<file path="config.mk">
export PLATFORM = sky130hd
export DESIGN_NAME = word_entry
export DESIGN_NICKNAME = d
export VERILOG_FILES = /design/src/rtl/hangman_pkg.sv /design/src/rtl/ascii_normalize.sv /design/src/rtl/word_entry.sv
export SDC_FILE = /design/constraint.sdc
export NUM_CORES = 1
export LEC_CHECK = 0
export BUFFER_PORTS_ARGS = -buffer_cell sky130_fd_sc_hd__buf_2
export CORE_MARGIN = 4
export CORE_UTILIZATION = 37
export DETAILED_ROUTE_END_ITERATION = 8
export REMOVE_ABC_BUFFERS = 1
export SYNTH_ARGS = -nofsm -noshare
export SYNTH_HDL_FRONTEND = slang
export SYNTH_SLANG_ARGS = --single-unit
</file>
<file path="constraint.sdc">
create_clock -name clk -period 2 [get_ports clk]
set_input_delay 0.3 -clock clk [delete_from_list [all_inputs] [get_ports clk]]
set_output_delay 0.3 -clock clk [all_outputs]
set_load 0.01 [all_outputs]
</file>
<file path="src/rtl/hangman_pkg.sv">
// Shared constants and types for the hangman host-side datapath.
package hangman_pkg;

  localparam int WORD_LEN = 5;

  localparam logic [7:0] ASCII_A     = 8'h41;
  localparam logic [7:0] ASCII_Z     = 8'h5A;
  localparam logic [7:0] ASCII_LA    = 8'h61;
  localparam logic [7:0] ASCII_LZ    = 8'h7A;
  localparam logic [7:0] ASCII_FILL  = 8'h5F;
  localparam logic [7:0] CASE_OFFSET = 8'h20;

  typedef enum logic [1:0] {
    EDIT   = 2'd0,
    ARM    = 2'd1,
    LOCKED = 2'd2
  } entry_state_t;

endpackage

</file>
<file path="src/rtl/ascii_normalize.sv">
// Folds an ASCII byte to upper case and flags whether it is a letter.
module ascii_normalize (
  input  logic [7:0] in_byte,
  input  logic       unused_ok,
  output logic [7:0] out_byte,
  output logic       is_letter
);
  import hangman_pkg::*;

  // Classify the byte and subtract the case offset for lower-case letters.
  always_comb begin
    out_byte  = in_byte;
    is_letter = 1'b0;
    if (in_byte >= ASCII_A && in_byte <= ASCII_Z) begin
      is_letter = 1'b1;
    end else if (in_byte >= ASCII_LA && in_byte <= ASCII_LZ) begin
      out_byte  = in_byte - CASE_OFFSET;
      is_letter = 1'b1;
    end
    if (!unused_ok) begin
      out_byte = out_byte;
    end
  end

endmodule

</file>
<file path="src/rtl/word_entry.sv">
// Secret-word entry stage: builds an upper-case word from keystrokes,
// confirms it onto setWord, and stays locked until the game finishes.
//
//   state  | meaning
//   -------+---------------------------------------------------------
//   EDIT   | accepting letters, backspace and confirm
//   ARM    | single cycle after confirm, toggle_state pulses
//   LOCKED | game running, keys ignored until game_done
module word_entry #(
  parameter int         WORD_LEN = 5,
  parameter logic [7:0] FILL     = 8'h5F
) (
  input  logic                           clk,
  input  logic                           nRst,
  input  logic [7:0]                     key_letter,
  input  logic                           key_strobe,
  input  logic                           key_del,
  input  logic                           key_enter,
  input  logic                           game_done,
  output logic [8*WORD_LEN-1:0]          setWord,
  output logic [8*WORD_LEN-1:0]          preview,
  output logic [$clog2(WORD_LEN+1)-1:0]  count,
  output logic                           toggle_state,
  output logic                           word_ready,
  output logic                           err
);
  import hangman_pkg::*;

  localparam int            CW   = $clog2(WORD_LEN + 1);
  localparam logic [CW-1:0] FULL = CW'(WORD_LEN);
  localparam logic [CW-1:0] ONE  = CW'(1);

  entry_state_t              state_q, state_d;
  logic [CW-1:0]             count_q, count_d;
  logic [8*WORD_LEN-1:0]     buf_q, buf_d;
  logic [8*WORD_LEN-1:0]     set_word_q, set_word_d;
  logic                      err_q, err_d;
  logic                      toggle_q, toggle_d;
  logic                      ready_q, ready_d;

  logic [7:0]                norm_byte;
  logic                      norm_is_letter;

  ascii_normalize u_norm (
    .in_byte   (key_letter),
    .unused_ok (1'b1),
    .out_byte  (norm_byte),
    .is_letter (norm_is_letter)
  );

  // Next-state, buffer edits and output pulses; enter beats del beats letter.
  always_comb begin
    state_d    = state_q;
    count_d    = count_q;
    buf_d      = buf_q;
    set_word_d = set_word_q;
    err_d      = 1'b0;
    toggle_d   = 1'b0;
    ready_d    = 1'b0;
    unique case (state_q)
      EDIT: begin
        if (key_enter) begin
          if (count_q == FULL) begin
            set_word_d = buf_q;
            state_d    = ARM;
            toggle_d   = 1'b1;
            ready_d    = 1'b1;
          end else begin
            err_d = 1'b1;
          end
        end else if (key_del) begin
          if (count_q != '0) begin
            for (int i = 0; i < WORD_LEN; i++) begin
              if (i == int'(count_q) - 1) buf_d[8*(WORD_LEN-1-i) +: 8] = FILL;
            end
            count_d = count_q - ONE;
          end else begin
            err_d = 1'b1;
          end
        end else if (key_strobe) begin
          if (norm_is_letter && count_q < FULL) begin
            for (int i = 0; i < WORD_LEN; i++) begin
              if (i == int'(count_q)) buf_d[8*(WORD_LEN-1-i) +: 8] = norm_byte;
            end
            count_d = count_q + ONE;
          end else begin
            err_d = 1'b1;
          end
        end
      end
      ARM: begin
        state_d = LOCKED;
        ready_d = 1'b1;
      end
      LOCKED: begin
        ready_d = 1'b1;
        if (game_done) begin
          buf_d   = {WORD_LEN{FILL}};
          count_d = '0;
          state_d = EDIT;
          ready_d = 1'b0;
        end
      end
      default: begin
        state_d = EDIT;
      end
    endcase
  end

  // Register everything; synchronous active-low reset.
  always_ff @(posedge clk) begin
    if (!nRst) begin
      state_q    <= EDIT;
      count_q    <= '0;
      buf_q      <= {WORD_LEN{FILL}};
      set_word_q <= '0;
      err_q      <= 1'b0;
      toggle_q   <= 1'b0;
      ready_q    <= 1'b0;
    end else begin
      state_q    <= state_d;
      count_q    <= count_d;
      buf_q      <= buf_d;
      set_word_q <= set_word_d;
      err_q      <= err_d;
      toggle_q   <= toggle_d;
      ready_q    <= ready_d;
    end
  end

  assign setWord      = set_word_q;
  assign preview      = buf_q;
  assign count        = count_q;
  assign toggle_state = toggle_q;
  assign word_ready   = ready_q;
  assign err          = err_q;

endmodule

</file>
==> impl_metrics.csv <==
group,metric,value,unit
outcome,outcome,"complete, no violations",
worst_setup_path,cp.arrival,2200,ps
worst_setup_path,critPathCaptureType,"flop",
grt,grt_first_pass_wirelength,15400,um
worst_setup_path,r2r_end,"preview[26]$_SDFFE_PN1P_",
synth,synth_xor_area_share,0.466,%
synth,synth_cell_type_count,47,
grt,met3_usage,2.84,%
worst_setup_path,reg2reg_from,"count[1]$_SDFFE_PN0P_",
grt,overflow,0,
worst_setup_path,cp_max_fo,7,
power,power_density,666,nW/um^2
power,p_sw_share,25.3,%
synth,yosys-top-cells-count,"nand2_1 (98), dfxtp_1 (88), mux2i_1 (41)",
min_path,hp-start,"key_enter",
synth,netlist_area,3760,um^2
worst_setup_path,cp_slowest_stage_delay,390,ps
drt,vias_per_cell,4.74,
sta,grt_setup_unrepaired,"no",
cells_and_area,final_cells,662,
grt,grt-busiest-layer,"met2",
synth,yosysWarnings,0,
place,io_buffers,99,
cells_and_area,fill_cells,1004,
die,initial_core_util,38.3,%
sta,skew,12.7,ps
synth,ys_top_cells_by_area,"dfxtp_1 (47%), mux2i_1 (11%), nand2_1 (9.8%)",
power,p_leak,0.00205,uW
cells_and_area,num_antenna_cells,0,
die,fp-row-count,36,
clock_network,cts_buffers,9,
worst_setup_path,timing.critical_path.required,2280,ps
clock_network,htree_levels,3,
drt,antenna_left,0,
die,dieHeight,109,um
synth,synth_top_flop_cell,"dfxtp_1",
worst_setup_path,crit_buf_inv,1,
place,place_congestion,0.850,
synth,seq_area_frac_synth,46.9,%
synth,synthAdderAreaFrac,1.20,%
cells_and_area,layout-drive-gt1-share,30.6,%
power,max-vdd-ir-drop,0.299,mV
power,p_int,2400,uW
grt,track_usage,16.7,%
drt,initialDrtViolationCount,135,
worst_setup_path,crit_type,"flop to flop",
power,seqPwrFrac,55.6,%
synth,synthSimpleGateAreaFrac,20.2,%
synth,yosys.cell_count.top_type,"nand2_1",
min_path,hold_depth,3,
die,dieArea,11800,um^2
power,combPwrFrac,9.4,%
synth,avgSynthCellArea,9.30,um^2
synth,synth_compound_area_share,17.2,%
drt,vias,3135,
synth,yosysTopAreaCell,"dfxtp_1",
die,core-area,9820,um^2
synth,synthMuxAreaShare,10.9,%
grt,first_global_vias,3050,
die,io_pins,100,
worst_setup_path,cp_slowest_cell,"a2111oi_4",
min_path,holdPathEnd,"err$_SDFF_PN0_",
drt,first_pass_iters,4,
sta,setup_tns,0,ps
place,dpl.hpwl,6860,um
worst_setup_path,rrSetupSlack,80,ps
synth,async_flop_share,0,%
grt,antenna_found_initial,0,
worst_setup_path,reg2reg_depth,6,
clock_network,clk_latency,360,ps
drt,wire_per_inst,14.4,um
grt,use_met2,27.1,%
sta,hold_viol_final,0,
clock_network,holdBufCountCts,0,
synth,synth_edf_count,0,
sta,relSlewSlack,59.8,%
sta,drv_slew,0,
drt,drc,0,
sta,whs,282,ps
synth,synth_top_area_share,46.9,%
worst_setup_path,worstPathCellList,"o21ai_4, a21oi_1, o31a_4, a2111oi_4, buf_4, mux2i_1",
cells_and_area,final_util,49.1,%
sta,max_freq,520,MHz
clock_network,cts_buffer_depth,2,
worst_setup_path,critPathLaunchType,"flop",
clock_network,tritoncts,"done",
synth,syn-instance-count,404,
grt,gr-usage-met1,22.2,%
power,p_clk_share,35.0,%
job,max_cap_viol_count,0,
clock_network,path_clk_slew,90,ps
power,power.switching,813,uW
synth,synth_seq_cells,88,
sta,setup_viol,0,
place,dp_cells,645,
synth,synth_top_family_by_area,"simple AND/OR/NAND/NOR gates",
sta,tightestPinTransition,604,ps
drt,drt-total-wl,9510,um
clock_network,cts_root_buf,"clkbuf_8",
grt,grt_max_degree,90,
min_path,hold_path.class,"input pin to flop",
cells_and_area,syn2layout_area_growth,28.2,%
clock_network,numClockSinks,88,
sta,layout_worst_path_cycle_share,96.1,%
worst_setup_path,cp_top_family,"compound AO/OA/AOI/OAI gates",
die,die_w,109,um
sta,fin_crit,1920,ps
cells_and_area,final_net_count,541,
-- routing by layer --
layer  vias to the layer above  wire (um)
li1                       1605          -
met1                      1442       4500
met2                        74       4410
met3                        14        436
met4                         0        162
met5                         -          0
-- cells by family after synthesis --
kind of cell	Yosys count
simple gates	166
flops	88
compound gates	76
mux	41
buf+inv	28
fa+ha+maj	3
xor+xnor	2
-- worst min-delay path: stages --
cell	delay, ps
buf_2	110
nor2_1	60
a21oi_1	120
-- power groups by stage --
stage                     clock network (uW)  registers, uW  logic (uW)
final                                   1120           1790         300
after global routing                    1240           1790         330
after CTS                               1170           1790         301
after detailed placement                   0           1820         300
after global placement                     0           1820         297
after floorplan                            0           1830         145
-- worst max path at each step --
stage,start,end,slack [ps],depth (start not counted)
CTS,count[2]$_SDFFE_PN0P_,preview[26]$_SDFFE_PN1P_,40,6
global route,count[1]$_SDFFE_PN0P_,preview[26]$_SDFFE_PN1P_,9,6
global placement,count[0]$_SDFFE_PN0P_,count[2]$_SDFFE_PN0P_,-130,6
floorplan,count[2]$_SDFFE_PN0P_,word_ready$_SDFF_PN0_,-480,5
detailed placement,key_letter[5],preview[26]$_SDFFE_PN1P_,-70,9
finish,count[1]$_SDFFE_PN0P_,preview[26]$_SDFFE_PN1P_,80,6
-- layout make-up --
class | count | area [um^2] | area share [%]
clock buffer | 12 | 145 | 3.01
inverter | 6 | 22.5 | 0.467
timing repair buffer | 131 | 790 | 16.4
clock inverter | 4 | 28.8 | 0.597
multi-input combinational | 288 | 1900 | 39.4
tap | 133 | 166 | 3.45
sequential | 88 | 1770 | 36.7
-- stage by stage --
stage               setup slack, ps  total power, uW  instance area [um^2]
finish                         78.2             3210                  4820
global route                   8.55             3360                  4820
CTS                            36.6             3250                  4790
detailed placement            -66.0             2120                  4610
global placement               -129             2120                  4610
floorplan                      -482             1980                  3660
-- layout by cell type (no fill, tap or decap), types with 4 or more instances in the layout --
cell,instances
a21boi_0,40
a21oi_1,8
buf_12,4
buf_2,99
buf_4,27
clkbuf_8,10
dfxtp_1,85
inv_1,6
mux2i_1,41
nand2_1,98
nor2_1,14
nor2b_1,34
-- sequential cells by signal, summed over array words and instances (netlist names) --
signal,cells
setWord,40
err,1
preview,40
count,3
toggle_state,1
word_ready,1
state_q,2
-- timing repair --
action	CTS	global route
buffers inserted	0	1
endpoints found under the setup margin	6	29
pin swaps	0	1
resized for setup	3	6
Note: power is estimated with default switching activity, not from simulation.
